**config.mk**
```make
export PLATFORM = sky130hd
export DESIGN_NAME = serial_subtractor_4bit
export DESIGN_NICKNAME = d
export VERILOG_FILES = /design/src/rtl/serial_subtractor_4bit.sv
export SDC_FILE = /design/constraint.sdc
export NUM_CORES = 1
export LEC_CHECK = 0
export BUFFER_PORTS_ARGS = -buffer_cell sky130_fd_sc_hd__buf_2
export CAP_MARGIN = 30
export CORE_ASPECT_RATIO = 0.9
export CORE_MARGIN = 3
export CORE_UTILIZATION = 50
export CTS_BUF_LIST = sky130_fd_sc_hd__clkbuf_16
export DETAILED_ROUTE_END_ITERATION = 7
export HOLD_SLACK_MARGIN = 0.1
export PLACE_DENSITY = 0.85
export SLEW_MARGIN = 10
export SYNTH_ARGS = -nofsm -noshare
export SYNTH_HDL_FRONTEND = slang
export SYNTH_SLANG_ARGS = --single-unit
```
**constraint.sdc**
```tcl
create_clock -name clk -period 1.8 [get_ports clk]
set_clock_uncertainty 0.2 [all_clocks]
set_input_delay 0.18 -clock clk [delete_from_list [all_inputs] [get_ports clk]]
set_output_delay 0.18 -clock clk [all_outputs]
set_load 0.05 [all_outputs]
```
**src/rtl/serial_subtractor_4bit.sv**
```systemverilog
// Bit-serial subtractor: computes a - b - bin one bit per cycle, LSB first,
// through a single 1-bit full-subtractor; results are registered on completion.
module serial_subtractor_4bit #(
    parameter int unsigned WIDTH = 4
) (
    input  logic             clk,
    input  logic             rst_n,
    input  logic             start,
    input  logic [WIDTH-1:0] a,
    input  logic [WIDTH-1:0] b,
    input  logic             bin,
    output logic             ready,
    output logic             busy,
    output logic             done,
    output logic [WIDTH-1:0] diff,
    output logic             bout
);

    localparam int unsigned CntW = (WIDTH > 1) ? $clog2(WIDTH) : 1;
    localparam logic [CntW-1:0] CntLast = CntW'(WIDTH - 1);

    typedef enum logic [1:0] {
        StIdle,
        StBusy,
        StDone
    } state_e;

    state_e           state_q, state_d;
    logic [WIDTH-1:0] a_q, a_d;
    logic [WIDTH-1:0] b_q, b_d;
    logic [WIDTH-1:0] res_q, res_d;
    logic [WIDTH-1:0] diff_q, diff_d;
    logic [CntW-1:0]  cnt_q, cnt_d;
    logic             br_q, br_d;
    logic             bout_q, bout_d;

    logic             d_bit;
    logic             br_next;
    logic [WIDTH-1:0] res_shift;

    always_comb begin
        state_d = state_q;
        a_d     = a_q;
        b_d     = b_q;
        res_d   = res_q;
        diff_d  = diff_q;
        cnt_d   = cnt_q;
        br_d    = br_q;
        bout_d  = bout_q;

        d_bit   = a_q[0] ^ b_q[0] ^ br_q;
        br_next = (~a_q[0] & b_q[0]) | (~(a_q[0] ^ b_q[0]) & br_q);
        // New difference bit enters at the MSB so the LSB lands at bit 0 after WIDTH steps.
        res_shift             = res_q >> 1;
        res_shift[WIDTH-1]    = d_bit;

        unique case (state_q)
            StIdle: begin
                if (start) begin
                    a_d     = a;
                    b_d     = b;
                    br_d    = bin;
                    res_d   = '0;
                    cnt_d   = '0;
                    state_d = StBusy;
                end
            end
            StBusy: begin
                res_d = res_shift;
                a_d   = a_q >> 1;
                b_d   = b_q >> 1;
                br_d  = br_next;
                cnt_d = cnt_q + CntW'(1);
                if (cnt_q == CntLast) begin
                    diff_d  = res_shift;
                    bout_d  = br_next;
                    state_d = StDone;
                end
            end
            StDone: begin
                state_d = StIdle;
            end
            default: begin
                state_d = StIdle;
            end
        endcase
    end

    always_ff @(posedge clk or negedge rst_n) begin
        if (!rst_n) begin
            state_q <= StIdle;
            a_q     <= '0;
            b_q     <= '0;
            res_q   <= '0;
            diff_q  <= '0;
            cnt_q   <= '0;
            br_q    <= 1'b0;
            bout_q  <= 1'b0;
        end else begin
            state_q <= state_d;
            a_q     <= a_d;
            b_q     <= b_d;
            res_q   <= res_d;
            diff_q  <= diff_d;
            cnt_q   <= cnt_d;
            br_q    <= br_d;
            bout_q  <= bout_d;
        end
    end

    assign ready = (state_q == StIdle);
    assign busy  = (state_q == StBusy);
    assign done  = (state_q == StDone);
    assign diff  = diff_q;
    assign bout  = bout_q;

endmodule

```
# [Word level (Yosys, flattened, before mapping)]
# Cells that the tools add are included.
[word_totals] out_inout_bits=8 romBits=0 in_bits=12 elab_cells=39 ramBits=0 register_bits=22 n_memories=0 latchBits=0
[classes] shift=0 add_sub_neg=1 bitwise_logic=7 n_eq_ne=5 n_lt_le_gt_ge=0 multipliers=0 n_mux=13 n_div=0 n_reduce_logical=5
[op_table] cell="$pmux 4 s2" count=3
[op_table] cell="$mux 4" count=3
[op_table] cell="$pmux 2 s2" count=2
[op_table] cell="$mux 2" count=3
[op_table] cell="$reduce_and 2->1" count=3
[op_table] cell="$eq 2x2->1 const B" count=2
[op_table] cell="$add 2x1->2 const B" count=1
[op_table] cell="$and 1x1->1" count=2
[op_table] cell="$eq 2x1->1 const B" count=1
[op_table] cell="$logic_not 2->1" count=1
[op_table] cell="$ne 2x1->1 const B" count=1
[op_table] cell="$ne 2x2->1 const B" count=1
[op_table] cell="$not 1->1" count=2
[op_table] cell="$pmux 1 s2" count=1
[op_table] cell="$reduce_bool 2->1" count=1
[op_table] cell="$xor 1x1->1" count=2
[op_table] cell="$mux 1" count=1
[op_table] cell="$or 1x1->1" count=1

# [Logic depth before layout (Yosys ltp)]
[logic_depth] word_depth=5 ltp_mapped=4 mapped_depth_nobuf=4

# [Least setup slack after synthesis]
# OpenSTA, ideal clock, no wires.
[synth_path] path_kind="reg2reg" startpoint="reg state_q[0]" endpoint="reg b_q[2]" path_stages_with_launch=5 setup_time_ns=0.123 period_less_slack_ns=1.862 path_slack_ns=-0.062 t_required_ns=1.477 t_arrival_ns=1.539 n_path_buf=1 cell_sequence="dfrtp_1 > buf_6 > nor2_1 > nand3b_1 > o221a_2"
[synth_via] elab_chain_len=3 word_cells_on_any_way=6 classes_between="2 x eq/ne; 1 x mux; 3 x reduce/logical"
[synth_rtl] item="start, declared" line_no="28" rtl="state_e state_q, state_d;"
[synth_rtl] item="start signal, assigned" line_no="91" rtl="state_q <= StIdle;"
[synth_rtl] item="start signal, assigned" line_no="100" rtl="state_q <= state_d;"
[synth_rtl] item="$logic_not 2->1 (*)"
[synth_rtl] item="net ready" line_no="12" rtl="output logic ready,"
[synth_rtl] item="$ne 2x2->1 (no line) / $reduce_bool 2->1 (equally long branches)"
[synth_rtl] item="$reduce_and 2->1 (no line)"
[synth_rtl] item="end signal, assigned" line_no="93" rtl="b_q <= '0;"
[synth_rtl] item="end signal, assigned" line_no="102" rtl="b_q <= b_d;"
[synth_rtl] item="end, declared" line_no="30" rtl="logic [WIDTH-1:0] b_q, b_d;"
# Mark *: on every way through the listed nets, which the timed path passes. The rest lies on a longest branch.
# A chain may end at the register's enable or synchronous reset.

# [Worst setup path after layout]
[layout_path] startpoint="reg state_q[0]" endpoint="out ready"
[layout_via] elab_chain_len=1
[layout_rtl] item="$logic_not 2->1" line_no="111" rtl="assign ready = (state_q == StIdle);"
[layout_rtl] item="end, declared" line_no="12"
# Every way passes these cells.

==> results.md <==
- Post-CTS Setup Inserts: 0
- Post-layout net count: about 130
- Core Util, Final: 72.1%
- Status: completed
- Number of global-route vias before repair: between 600 and 700
- CTS Root Cell: clkbuf_16
- Detailed router's first-iteration violation count: 24
- Synth async-reset ratio: between 90% and 100%
- Worst slew margin: 69.5%
- Most frequent cells after synthesis: dfrtp_1, o22ai_1, a21oi_1, inv_1
- Setup TNS: 0 ps
- Die ar.: around 2500 sq um
- Placer Congestion: 0.793
- GRT Util Overall: 19.2%
- Die Span Y: around 48 um
- Net Sw Frac: between 40 and 50%
- Post-layout instance area: around 1200 sq um
- End of the critical path: ready
- Row Count: 14
- Top FF cell, synth: dfrtp_1
- Syn Inst Count: 81
- Internal Power: 1.46 mW
- Largest net degree at the start of global routing: 22
- Final setup violation count: 0
- Core Region: about 1700 sq um
- CP arrival: between 1000 and 1500 ps
- Highest clock rate: about 580 MHz
- Flops & latches, synth: 21
- Total Routed Length: approximately 2.1 mm
- Ys Warns: 0
- Via-to-Cell Ratio: ~5.6
- Post-layout minimum cycle time: roughly 1700 ps
- Remaining Overflow, GRT: 0
- Reg clk slew, reported paths: around 50 ps
- CP peak stage delay: approximately 460 ps
- Worst Setup SP: state_q[0]
- Critical Path, Cell by Cell: buf_4 -> nor2_2 -> buf_2
- Area fraction of the dominant cell type after synthesis: 54.8%
- Tcrit/Tclk final: between 90% and 100%
- Synthesized cell area: 958 sq um
- Logic pwr share: ~48%
- Die X: 52.2 um
- Total power: about 2.5 mW
- Critical path depth in cells: 3
- Post-Syn Nets: 95
- CP Max Fanout: 7
- Initial Util: between 50% and 60%
- Leak: 0.620 nW
- Setup crit start kind: register
- Worst Reg-to-Reg Cells: 2
- Reg2Reg Setup Slack: around 270 ps
- Clk pwr share: 18.0%
- Ranking of synthesized cells by area: dfrtp_1, mux2_4, o22ai_1, a22o_1, a21oi_1
- Post-synthesis cell type count: 24
- Antenna cell count: 0
- Final Non-Filler Cells: around 140
- Max Slew Vio Count: 0
- PD cells: 2020 nW/um^2
- Worst EP required: about 1400 ps
- Top-count cell post-synth: dfrtp_1
- FF-to-FF End: diff[3]
- CTS tree: done
- H-tree depth: 1
- I/O Buffers: 19
- CTS Buffer Depth: 2
- Routed length per placed instance: about 16 um
- Final worst setup slack: 64.7 ps
- Post-placement cell count: 123
- Clock Latency Late Sink: around 250 ps
- Worst Setup Path Type: register to primary output
- EDFF count, synth: 0
- Initial antenna violation count: 0
- Register share of total power: approximately a third
- Layout cells sized above 1: 33.0%
- Pre-Repair DR Iteration Count: 4
- IO Count: 20
- Reg-to-reg startpoint: a_q[0]
- Crit. End Element: primary output
- Dpl ws: between 200 and 300 ps
- Max VDD drop: around 910 uV
- RSZ-0062 raised after global routing: false
- HP Class: input port to register
- Fin. Hold Viols: 0
- Post-synthesis sequential area ratio: 54.8%
- CTS Buf Count: 3
- NetSw: 1.07 mW
- Vias: 760
- Buf+Inv Stages, Crit Path: 2
- Delay-heaviest family, CP: buffers and inverters
- DP Area: 1080 sq um
- Antenna viol nets, final: 0
- First-pass GRT wire length: around 3.3 mm
- Avg Cell Area, Syn: about 12 sq um
- Num Clock Sinks: 21
- Worst path slowest cell: dfrtp_2
- Slew @ Worst Pin: about 460 ps
- Hold WS: ~150 ps
- Total of max-cap violations: 0
- Yosys top cell by area: dfrtp_1
- Detail Placement HPWL: approximately 1.4 mm
- Area grow syn2layout: 30.4%
- DRC violations left: 0
[worst reg2reg max path, cell delays in order (launching register included)]
cell     delay (ps)
dfrtp_1         410
fa_1            530
mux2_4          280
[final cells by class]
type                       instances  area, sq um
sequential                        21          527
fill                             101          484
multi-input combinational         51          389
timing repair buffer              30          203
clock buffer                       3         75.1
tap                               24         30.0
inverter                           6         22.5
clock inverter                     1         3.75
[power groups by stage]
stage | combinational (mW) | clock [mW] | sequential [mW]
global route | 1.30 | 0.478 | 0.892
global placement | 1.13 | 0 | 0.846
CTS | 1.19 | 0.462 | 0.859
floorplan | 0.767 | 0 | 0.993
finish | 1.20 | 0.455 | 0.867
detailed placement | 1.16 | 0 | 0.861
[routing by layer]
| layer | GRT usage (%) | vias up | share of wire (%) |
|---|---|---|---|
| li1 | - | 356 | - |
| met1 | 25.6 | 377 | 46 |
| met2 | 28.8 | 23 | 47 |
| met3 | 4.05 | 4 | 4.1 |
| met4 | 12.2 | 0 | 2.2 |
| met5 | 0 | - | 0 |
[registers in the layout, indices dropped and copies added, names as in the netlist]
name,count
bout,1
state_q,2
cnt_q,2
diff,4
br_q,1
b_q,4
a_q,4
res_q,3
[worst min-delay path by stage]
stage                          end  depth (start not counted)  start
after floorplan             a_q[0]                          0  rst_n
after global placement     diff[2]                          1  rst_n
after detailed placement  res_q[3]                          1  rst_n
after CTS                     br_q                          3    bin
after global routing          br_q                          3    bin
final                         br_q                          3    bin
[kinds of logic after synthesis]
kind of cell | count (synthesis) | share of synthesized area, %
flip-flops | 21 | 54.8
AND/OR/NAND/NOR | 17 | 11.5
AO/OA/AOI/OAI | 28 | 19.2
adder cells (fa/ha/maj) | 2 | 3.39
multiplexers | 4 | 6.27
buffers and inverters | 9 | 4.83
[what timing repair did]
action	4_1_cts	5_1_grt
hold buffers	9	0
setup endpoints to repair	0	2
resized for setup	0	2
endpoints found under the hold margin	29	0
[cells in the final DEF, fill, tap and decap left out]
| master | instances |
|---|---|
| nand2_1 | 3 |
| o21ai_1 | 4 |
| o21ai_0 | 2 |
| or3_1 | 1 |
| buf_2 | 18 |
| clkbuf_4 | 1 |
| a221oi_1 | 1 |
| a22o_1 | 4 |
| nor2_1 | 3 |
| o22ai_1 | 8 |
| nand3b_4 | 1 |
| o31ai_1 | 1 |
| nand2b_2 | 2 |
| dfrtp_2 | 1 |
| clkbuf_16 | 3 |
| dfrtp_1 | 20 |
| o221a_2 | 2 |
| nor2_2 | 3 |
| mux2_4 | 4 |
| nor2b_1 | 2 |
| ha_1 | 1 |
| fa_1 | 1 |
| a21oi_1 | 6 |
| dlygate4sd3_1 | 9 |
| buf_4 | 2 |
| inv_1 | 7 |
| nand3b_1 | 2 |
No activity file was read; power rests on OpenSTA's default activity.
